**config.mk**
```make
export PLATFORM = sky130hd
export DESIGN_NAME = digit_serial_addsub
export DESIGN_NICKNAME = d
export VERILOG_FILES = /design/src/rtl/digit_serial_addsub.sv
export SDC_FILE = /design/constraint.sdc
export NUM_CORES = 1
export LEC_CHECK = 0
export CAP_MARGIN = 20
export CORE_UTILIZATION = 50
export DETAILED_ROUTE_END_ITERATION = 10
export GPL_TIMING_DRIVEN = 0
export PLACE_DENSITY = 0.78
export SYNTH_ARGS = -nofsm -noshare
export SYNTH_HDL_FRONTEND = slang
export SYNTH_SLANG_ARGS = --single-unit
```
**constraint.sdc**
```tcl
create_clock -name clk -period 11.05 [get_ports clk]
set_clock_uncertainty 0.15 [all_clocks]
set_input_delay 2.21 -clock clk [delete_from_list [all_inputs] [get_ports clk]]
set_output_delay 2.21 -clock clk [all_outputs]
set_load 0.005 [all_outputs]
```
**src/rtl/digit_serial_addsub.sv**
```systemverilog
// Digit-serial adder/subtractor: one DIGIT-wide ripple stage iterated N = WIDTH/DIGIT times,
// with valid/ready handshakes on both the operand and the result side.
module digit_serial_addsub #(
    parameter int WIDTH = 32,
    parameter int DIGIT = 4
) (
    input  logic             clk,
    input  logic             rst_n,
    input  logic             in_valid,
    output logic             in_ready,
    input  logic [WIDTH-1:0] a,
    input  logic [WIDTH-1:0] b,
    input  logic             sub,
    input  logic             cin,
    output logic             out_valid,
    input  logic             out_ready,
    output logic [WIDTH-1:0] sum,
    output logic             cout,
    output logic             ovf,
    output logic             zero
);

    localparam int N  = WIDTH / DIGIT;
    localparam int CW = (N > 1) ? $clog2(N) : 1;
    localparam logic [CW-1:0] LAST = CW'(N - 1);

    localparam logic [1:0] ST_IDLE = 2'd0;
    localparam logic [1:0] ST_RUN  = 2'd1;
    localparam logic [1:0] ST_DONE = 2'd2;

    logic [1:0]                  state_r;
    logic [CW-1:0]               cnt_r;
    logic [N-1:0][DIGIT-1:0]     a_r;
    logic [N-1:0][DIGIT-1:0]     b_r;
    logic [N-1:0][DIGIT-1:0]     sum_r;
    logic                        carry_r;
    logic                        cout_r;
    logic                        ovf_r;
    logic                        zero_r;

    logic [DIGIT-1:0]            a_dig_s;
    logic [DIGIT-1:0]            b_dig_s;
    logic [DIGIT-1:0]            dsum_s;
    logic                        dcarry_s;
    logic                        msb_cin_s;
    logic [N-1:0][DIGIT-1:0]     sum_nx_s;

    function automatic logic [DIGIT:0] digit_add(
        input logic [DIGIT-1:0] x,
        input logic [DIGIT-1:0] y,
        input logic             c
    );
        return {1'b0, x} + {1'b0, y} + {{DIGIT{1'b0}}, c};
    endfunction

    // One ripple stage on the current digit; the carry into the MSB is recovered from its sum bit.
    always_comb begin
        a_dig_s             = a_r[cnt_r];
        b_dig_s             = b_r[cnt_r];
        {dcarry_s, dsum_s}  = digit_add(a_dig_s, b_dig_s, carry_r);
        msb_cin_s           = a_dig_s[DIGIT-1] ^ b_dig_s[DIGIT-1] ^ dsum_s[DIGIT-1];
        sum_nx_s            = sum_r;
        sum_nx_s[cnt_r]     = dsum_s;
    end

    // Control FSM and datapath registers.
    always_ff @(posedge clk or negedge rst_n) begin
        if (!rst_n) begin
            state_r <= ST_IDLE;
            cnt_r   <= '0;
            a_r     <= '0;
            b_r     <= '0;
            sum_r   <= '0;
            carry_r <= 1'b0;
            cout_r  <= 1'b0;
            ovf_r   <= 1'b0;
            zero_r  <= 1'b0;
        end else begin
            case (state_r)
                ST_IDLE: begin
                    if (in_valid) begin
                        // Subtraction is a + ~b + ~cin, so the borrow-in is inverted here.
                        a_r     <= a;
                        b_r     <= sub ? ~b : b;
                        carry_r <= sub ? ~cin : cin;
                        cnt_r   <= '0;
                        state_r <= ST_RUN;
                    end else begin
                        state_r <= ST_IDLE;
                    end
                end
                ST_RUN: begin
                    sum_r   <= sum_nx_s;
                    carry_r <= dcarry_s;
                    if (cnt_r == LAST) begin
                        cout_r  <= dcarry_s;
                        ovf_r   <= msb_cin_s ^ dcarry_s;
                        zero_r  <= (sum_nx_s == '0);
                        state_r <= ST_DONE;
                    end else begin
                        cnt_r   <= cnt_r + 1'b1;
                    end
                end
                ST_DONE: begin
                    if (out_ready) begin
                        state_r <= ST_IDLE;
                    end else begin
                        state_r <= ST_DONE;
                    end
                end
                default: begin
                    state_r <= ST_IDLE;
                end
            endcase
        end
    end

    assign in_ready  = (state_r == ST_IDLE);
    assign out_valid = (state_r == ST_DONE);
    assign sum       = sum_r;
    assign cout      = cout_r;
    assign ovf       = ovf_r;
    assign zero      = zero_r;

endmodule

```
; ---- After elaboration in Yosys (flattened, before gate mapping)
; Index checks and enable logic that the tools add are counted.
[totals]
regBits = 105
out_inout_bits = 37
[op_classes]
n_eq_ne = 6
order_cmp = 2
n_addsub = 3
n_reduce_logical = 8
muxes = 18
n_bitwise = 5
[op_table]
columns = cell, count
row1 = 32-bit bitwise mux, 1
row2 = 32-bit zero test, 1
row3 = 32-bit two-way mux, 1
row4 = 32-bit inverter, 1
row5 = 4-bit binary-select mux with 3-bit select, 2
row6 = 4-bit demux with 3-bit select, 1
row7 = 4-bit two-way mux, 3
row8 = 3-bit two-way mux, 2
row9 = 2-bit inequality test (second input constant), 3
row10 = 2-bit one-hot mux with 3 select lines, 1
row11 = 3-bit one-hot mux with 2 select lines, 1
row12 = 2-bit AND reduction, 3
row13 = 4-bit by 4-bit adder with 5-bit output, 1
row14 = 5-bit by 1-bit adder with 5-bit output, 1
row15 = 3-bit by 4-bit < comparator with 1-bit output (second input constant), 1
row16 = 2-bit two-way mux, 2
row17 = 3-bit by 1-bit adder with 3-bit output (second input constant), 1
row18 = 3-bit equality test (second input constant), 1
row19 = 3-bit by 1-bit >= comparator with 1-bit output (second input constant), 1
row20 = 1-bit two-way mux, 3
row21 = 3-bit AND reduction, 1
row22 = 1-bit XOR, 3
row23 = 2-bit by 1-bit equality test with 1-bit output (second input constant), 1
row24 = 2-bit equality test (second input constant), 1
row25 = 5 further kinds, 5

; ---- Logic depth before layout (Yosys ltp)
; Gate-level depths: netlist of the first run.
[logic_depth]
depth_word = 6
mapped_depth = 16
ltp_nobuf = 12

; ---- Worst setup path before layout of the first run
; Ideal clock, no wire load.
[synth_timing]
kind = flip-flop to flip-flop
startpoint = register cnt_r[0]
endpoint = register zero_r, in the netlist zero
t_arrival_ns = 3.380
required_ns = 10.808
period_less_slack_ns = 3.622
setup_ns = 0.092
stages_incl_launch_ff = 16
path_slack_ns = 7.428
cell_sequence = dfrtp_1 buf_2 buf_2 nor3b_1 buf_2 a22o_1 a221oi_1 and3_1 fa_1 inv_1 fa_1 clkbuf_1 mux2_2 a221oi_1 nand4_1 o31ai_2
[synth_between]
elab_chain_len = 6
word_cells_on_any_way = 15
cone_classes = add/sub (2) / order compare (2) / eq/ne (1) / mux (7) / reduce/logical (3)
[synth_lines]
columns = item, line_no
row1 = from (decl), 32  ; logic [CW-1:0] cnt_r;
row2 = from (signal assigned), 101  ; cnt_r <= cnt_r + 1'b1;
row3 = 4-bit binary-select mux with 3-bit select (tied with other cells), 58  ; a_dig_s = a_r[cnt_r];
row4 = 4-bit two-way mux (not written as such) (tied with other cells), 58
row5 = 4-bit by 4-bit adder with 5-bit output / 4-bit two-way mux (equally long branches), "53, 63"
row6 = 5-bit by 1-bit adder with 5-bit output / 4-bit demux with 3-bit select (equally long branches), "53, 63"
row7 = 32-bit bitwise mux, 63  ; sum_nx_s[cnt_r] = dsum_s;
row8 = 32-bit zero test, 98  ; zero_r <= (sum_nx_s == '0);
row9 = to (signal assigned), 98
row10 = to (decl), 39  ; logic zero_r;
; Parallel ways exist; a longest one is shown, timed or not. The select of a mux whose other input is x is not followed.
; A chain may end at the register's enable or synchronous reset.

; ---- Final worst setup path of the first run
; Same ends and word-level chain as after synthesis.

==> impl_summary.md, run 1 <==
GRT
Entering global routing, the biggest net connects 64 pins. Global routing consumed, over all layers together, 25.5% of the routing resources. The first global-routing pass estimated 20200 um of wire. After global routing the overflow that remains totals 0. The via count of the first global-routing pass came to 4156. The number of antenna violations at the first check in global routing is 0.

Synth
The cell count after synthesis came out at 484. Sorting the synthesized cells by area gives the leading types as dfrtp_1, mux2_2, xnor2_1. The fraction of synthesized cell area taken by the top area cell type is 51.5%.

The number of synthesized flops with an enable pin is 0. Synthesis inferred 105 register bits. The top cell type by total area after synthesis is dfrtp_1. The mapped netlist covers 5100 sq um. The mean area per synthesized cell is ~11 sq um. After synthesis, flip-flops and latches occupy roughly 50% of the total area.

The count of synthesis-stage warnings from yosys is 0. The async set-or-reset flop fraction in the synthesized netlist is 100%. Counting distinct cell types in the post-synthesis netlist gives 47. When the netlist entered floorplanning its net count stood at approximately 560. The main flop type after synthesis is dfrtp_1.

Routing
The first TritonRoute pass finished after 4 iterations. After detailed routing, the number of vias per cell comes to approximately 5.6. The via count is 4175. The count of routing violations after the opening detailed-route iteration is approximately 190.

The wire length reported by the detailed router is 12900 um. After detailed routing, the average wire length per cell comes to 17.5 um. The detail route stage leaves a number of antenna-violating nets equal to 0. The number of DRC violations after detailed routing is 0.

Floorplanning
The I/O pin count is between 100 and 150. The height of the chip is approximately 100 um. The floorplan has 36 rows. The core region area is 9820 sq um. The floorplan step set the die width to 103 um.

The die area is 10600 sq um. Once the floorplan was initialized, standard cells occupied 51.9% of the core.

Worst setup path
The worst-path maximum fanout is 10. The critical path class is reg2reg. STA classifies the critical path startpoint as a flop.

The data arrival time at the worst-slack endpoint is 4.63 ns. The critical path endpoint category is a flop. At the worst endpoint, the required time is 11.17 ns.

Hold path
The type of the most critical hold path is reg2reg.

Final layout
The number of antenna diodes in the final layout is 0. The signed area change from the synthesized netlist to the final layout is 28.2%. In the final layout, flip-flops and latches occupy between 2000 and 3000 sq um. The layout has 826 filler cells. The net count of the finished layout is 678. The multi-input logic area is roughly 2300 sq um. The commonest non-fill, non-tap cell in the layout is dfrtp_1. Excluding fillers, the count of instances in the completed layout stands at between 700 and 800. Of the cells placed in the final design, the portion with a size suffix greater than 1 is 11.9%. The top cell types in the final layout, fill and taps aside, are dfrtp_1, clkdlybuf4s50_1, nand2_1.

Placement
After legalization and detailed placement, the total HPWL measured 9320 um. The count of buffers inserted at the top-level ports is about 110. The final estimated routing congestion in global placement is roughly 0.87. Once placement completed, the tool counted placed cells totaling 723.

Clock tree
The clock drives 105 sinks. The hold buffer count at cts is 0. The clock transition at the registers of the reported paths is about 0.09 ns. The H-tree was split into 3 levels.

Once the clock tree was built, the setup fixing pass inserted 0 buffers. The tree is rooted in a clkbuf_8. TritonCTS built the clock tree. The number of buffers inserted during clock tree synthesis is 9. Clock latency on the worst-skew pair, taken at its later pin, is around 0.37 ns.

In this run, post-CTS repair resized a total of 0 instances. The buffer levels on the longest clock path is 2.

STA
At the pin with the least slew margin, the transition time is 0.980 ns. The maximum operating frequency is between 0.2 and 0.25 GHz. The number of failing hold endpoints at the final stage is 0. The share of the clock period used by the worst path after layout is 40.8%. The total negative slack for setup checks is 0 ns. Setup repair after global routing left no endpoint under its margin. The total count of max-transition violations in the final report came to 0. The total setup violations reported at the end of the flow is 0. The final critical-path required period is 4.50 ns. Headroom to the max-slew limit came out at 34.4%.

Status
The run finished with clean final reports.

Pwr
For this design the ratio of total power to cell area is roughly 330 nW/um^2. The analysis attributes to cell leakage a power of 2.65 nW. Across the VDD grid, the largest voltage drop is 0.000214 V.

Run
The reported max-cap violation count is 0.
## synthesized netlist by cell type (2+ instances only)
cell type    n
nor3_1       5
a221oi_1     5
buf_1        7
or3_1        4
xnor2_1     35
nor3b_1      3
o221ai_1     2
or4_1        4
o21ai_0     28
nor2_1      37
nor4_1       4
ha_1         5
mux2i_1      2
o21bai_1     3
a21oi_1     42
dfrtp_1    105
and3b_1      3
mux2_2      42
nand2_1     43
nand3_1      7
and3_1       4
fa_1         2
a22o_1       3
buf_2       10
nand4_1      6
inv_1        7
nand3b_1     2
a22oi_1     26
nand2b_1     5
clkbuf_1    14
nor2b_1      3
## routing by layer
layer,global-route usage [%],part of all wire (%),wire [um]
met1,32.3,41,5330
met3,3.93,7.3,941
met5,0,0,0
met2,43.5,49,6270
met4,11.3,2.8,355
## final timing paths
kind                                       from                   to  slack [ns]  depth (start not counted)
max                        cnt_r[0]$_DFFE_PN0P_     zero$_DFFE_PN0P_        6.55                         12
min                         a_r[21]$_DFFE_PN0P_  a_r[21]$_DFFE_PN0P_        0.36                          1
max reg2reg                cnt_r[0]$_DFFE_PN0P_     zero$_DFFE_PN0P_        6.55                         12
min reg2reg                 a_r[21]$_DFFE_PN0P_  a_r[21]$_DFFE_PN0P_        0.36                          1
max in group asynchronous                 rst_n  sum[27]$_DFFE_PN0P_        8.38                          2
min in group asynchronous                 rst_n  a_r[10]$_DFFE_PN0P_        1.68                          1
## registers in the layout, indices dropped and copies added, names as in the netlist
| signal | count |
|---|---|
| b_r | 32 |
| carry_r | 1 |
| cout | 1 |
| ovf | 1 |
| zero | 1 |
| state_r | 2 |
| sum | 32 |
| a_r | 32 |
| cnt_r | 3 |
## through the flow
stage	hold WS (ns)	util (%)	power, W	instance area [sq um]	setup WS, ns
after floorplan	0.331	-	0.00143	5100	7.43
after global placement	0.339	64.3	0.00184	6320	3.88
after detailed placement	0.347	64.6	0.00189	6340	6.62
after CTS	0.367	66.6	0.00213	6540	6.59
after global routing	0.383	66.6	0.00229	6540	6.24
final	0.365	66.6	0.00214	6540	6.55
## worst max-delay path, stage by stage (launching register included)
cell and delay [ns]:
dfrtp_1 0.39, buf_2 0.17, nor3b_1 0.38, clkbuf_1 0.57, a221oi_1 0.17, and3_1 0.27
fa_1 0.56, clkbuf_1 0.42, nor2b_1 0.39, nand3_1 0.16, a222oi_1 0.37, nand4_1 0.16
o31ai_2 0.25
## cell type report
class	count	area share [%]
multi-input combinational	340	35.3
timing repair buffer	106	16.5
tap	133	2.54
clock inverter	5	0.823
buffer	32	2.14
inverter	7	0.402
sequential	105	40.2
clock buffer	11	2.16
## where the power goes
group          switching [W]  internal, W
Sequential          0.000135     0.000573
Combinational       0.000683     0.000509
Clock               0.000129     0.000111
## logic make-up after synthesis
group                    Yosys count  share of synthesized area, %
flip-flops                       105                          51.5
AND/OR/NAND/NOR                  134                          12.9
adder cells (fa/ha/maj)            7                          2.01
buffers and inverters             39                          3.26
XOR/XNOR                          36                          6.18
multiplexers                      44                          9.66
AO/OA/AOI/OAI                    119                          14.5
No activity file was read; power rests on OpenSTA's default activity.
==> run 2: changes to the inputs <==
- clock period: 11.05 -> 4.6 ns (I/O delays scaled with it)
==> impl_summary.md, run 2 (synthesized netlist as in run 1, its figures left out) <==
Status
Run status: completed (unchanged).

Final layout
Most used cells in the layout excluding fill and tap cells: dfrtp_1, clkdlybuf4s50_1, nand2_1 (unchanged). The signed area change from the synthesized netlist to the final layout is 28.3% (was 28.2%). The diode insertion count for antenna repair was 0 (unchanged). The number of nets at the end of the flow is 678 (unchanged). The count of filler cells inserted in the layout is 825 (was 826). The commonest non-fill, non-tap cell in the layout is dfrtp_1 (unchanged).

The fraction of final layout cells sized beyond drive strength 1 is 12.4% (was 11.9%).

Floorplanning
The effective utilization at floorplan is 51.9% (unchanged). The die extent in x came to 103 um (unchanged). The die area is 10600 sq um (unchanged). The I/O pin count was 107 (unchanged). The number of placement rows is 36 (unchanged).

The core region area came to 9820 sq um (unchanged). The height of the chip is 103 um (unchanged).

Worst setup path
The critical path class is reg2reg (unchanged). The worst-path maximum fanout came to 10 (unchanged). The termination of the worst setup path is zero$_DFFE_PN0P_ (unchanged). The data required time of the worst path is 4.73 ns (was 11.17 ns). The critical path endpoint category is a flop (unchanged). The slack of the worst reg-to-reg path is 0.28 ns (was 6.55 ns). The worst reg-to-reg path cell count is 16 (was 12).

The startpoint of the worst-slack reg-to-reg timing path was cnt_r[0]$_DFFE_PN0P_ (unchanged). The category of the worst setup path launch point is a flop (unchanged). The critical path launch point is cnt_r[0]$_DFFE_PN0P_ (unchanged).

The reg-to-reg endpoint is zero$_DFFE_PN0P_ (unchanged). The data arrival time at the worst-slack endpoint is 4.44 ns (was 4.63 ns).

Placement
The detailed placer's ending HPWL was 9320 um (unchanged). The final estimated routing congestion in global placement came to 0.869 (unchanged). The count of buffers inserted at the top-level ports came to 105 (unchanged).

Pwr
The total power draw came to 0.00516 W (was 0.00214 W). The switching part of the total power came to 44.3% (about the same). The leakage power of the design is 2.66 nW (was 2.65 nW). The sequential power share is 33.0% (was 33.1%). The portion of total power attributed to the clock network is 11.1% (was 11.2%).

The peak supply drop was 0.000511 V (was 0.000214 V). The internal power consumption is 0.00287 W (was 0.00119 W). The power density over the cells is 789 nW/um^2 (was 327 nW/um^2).

The combinational group share of total power is 55.9% (was 55.7%). The net switching power of the design is 0.00229 W (was 0.000947 W).

Clock tree
The clock transition at the registers of the reported paths is 0.09 ns (about the same). The buffer levels on the longest clock path is 2 (unchanged). The CTS root buffer is clkbuf_8 (unchanged). The number of buffers inserted during clock tree synthesis is 9 (unchanged). The total number of H-tree levels is 3 (unchanged). The setup fix buffers added after clock tree synthesis came to 0 (unchanged).

The hold buffer count at cts is 0 (unchanged). The TritonCTS clock tree was done (unchanged). The clock sink count is 105 (unchanged).

The clock latency at the later pin of the worst-skew pair is 0.36 ns (was 0.37 ns).

STA
The transition time of the tightest slew-check pin is 1.01 ns (was 0.980 ns). The total setup violations reported at the end of the flow came to 0 (unchanged). The share of the clock period used by the worst path after layout is 93.9% (was 40.8%).

The final critical-path required period is 4.32 ns (was 4.50 ns). The total count of max-transition violations in the final report is 0 (unchanged). Unrepaired setup endpoints after global routing: false (unchanged).

The normalized max-slew margin was 32.6% (was 34.4%). The number of failing hold endpoints at the final stage is 0 (unchanged). The worst slack on hold paths is 0.365 ns (about the same). The maximum operating frequency is 0.232 GHz (was 0.222 GHz).

Hold path
The type of the most critical hold path is reg2reg (unchanged).

Routing
The number of detailed-routing iterations run before antenna repair is 5 (was 4). The via density per instance came to 5.70 (was 5.65). The average wire per cell in the routed design came to 17.5 um (about the same).

The via count is 4214 (was 4175). The number of routed nets with antenna violations is 0 (unchanged). The wire length reported by the detailed router was 13000 um (was 12900 um). The number of DRC violations after detailed routing is 0 (unchanged). The count of routing violations after the opening detailed-route iteration is 194 (was 188).

GRT
The number of antenna violations at the first check in global routing is 0 (unchanged). The first-pass GRT wire length is 20200 um (unchanged). The global-route total usage across every layer is 25.5% (unchanged). The total congestion overflow after global routing was 0 (unchanged). The largest net degree at the start of global routing is 64 (unchanged). The via count of the first global-routing pass is 4156 (unchanged).

Run
The reported max-cap violation count is 0 (unchanged).
-- run 2: cell types whose count changed in the layout (fill, tap and decap cells not counted) --
cell      before  now
clkbuf_1      15   12
clkbuf_2       0    3
-- run 2: stage by stage --
stage	utilization, %	TNS (ns)	setup WS (ns)	std cells	cell area (sq um)
after floorplan	-	0	0.978	484	5100
after global placement	64.3	-133.69	-1.28	722	6320
after detailed placement	64.6	0	0.246	723	6340
after CTS	66.6	0	0.142	739	6540
after global routing	66.6	0	0.0205	739	6540
final	66.6	0	0.283	739	6540
-- run 2: worst min path at each step --
stage                              startpoint                  end  slack (ns)  cells after the start
after floorplan            a_r[1]$_DFFE_PN0P_   a_r[1]$_DFFE_PN0P_        0.33                      1
after global placement       zero$_DFFE_PN0P_     zero$_DFFE_PN0P_        0.34                      2
after detailed placement  a_r[21]$_DFFE_PN0P_  a_r[21]$_DFFE_PN0P_        0.35                      1
after CTS                 a_r[21]$_DFFE_PN0P_  a_r[21]$_DFFE_PN0P_        0.37                      1
after global routing      a_r[12]$_DFFE_PN0P_  a_r[12]$_DFFE_PN0P_        0.38                      1
final                     a_r[21]$_DFFE_PN0P_  a_r[21]$_DFFE_PN0P_        0.36                      1
-- run 2: per-layer routing --
metal | part of all wire, % | vias up | GRT usage (%)
met1 | 41 | 2017 | 32.3
li1 | - | 1959 | -
met3 | 7.8 | 32 | 3.93
met4 | 2.8 | 0 | 11.3
met5 | 0 | - | 0
met2 | 48 | 206 | 43.5
-- run 2: critical path, cell delays in order, from the launching register on --
cell and delay [ns]:
dfrtp_1 0.36, buf_2 0.19, buf_2 0.26, nor3b_1 0.10
buf_2 0.22, a22o_1 0.26, a221oi_1 0.21, and3_1 0.25
fa_1 0.19, inv_1 0.05, fa_1 0.43, xnor2_1 0.30
clkbuf_1 0.45, nand3b_1 0.12, a222oi_1 0.28, nand4_1 0.16
o31ai_2 0.25
-- run 2: area by class of cell --
type / count / area [sq um] / area share, %
sequential: 105 / 2630 / 40.2
multi-input combinational: 340 / 2310 / 35.3
timing repair buffer: 106 / 1080 / 16.4
tap: 133 / 166 / 2.54
buffer: 32 / 144 / 2.20
clock buffer: 11 / 141 / 2.16
clock inverter: 5 / 53.8 / 0.822
inverter: 7 / 26.3 / 0.402
-- run 2: timing repair --
| item | in CTS | in global routing |
|---|---|---|
| resized for setup | 0 | 6 |
| hold endpoints to repair | 0 | 0 |
| endpoints found under the setup margin | 0 | 1 |
-- run 2: power by group through the flow --
stage / clock network [W] / registers [W] / logic [W]
after floorplan: 0 / 0.00162 / 0.00182
after global routing: 0.000606 / 0.00174 / 0.00317
after detailed placement: 0 / 0.00171 / 0.00282
after global placement: 0 / 0.00169 / 0.00273
after CTS: 0.000576 / 0.00169 / 0.00285
final: 0.000572 / 0.00170 / 0.00289
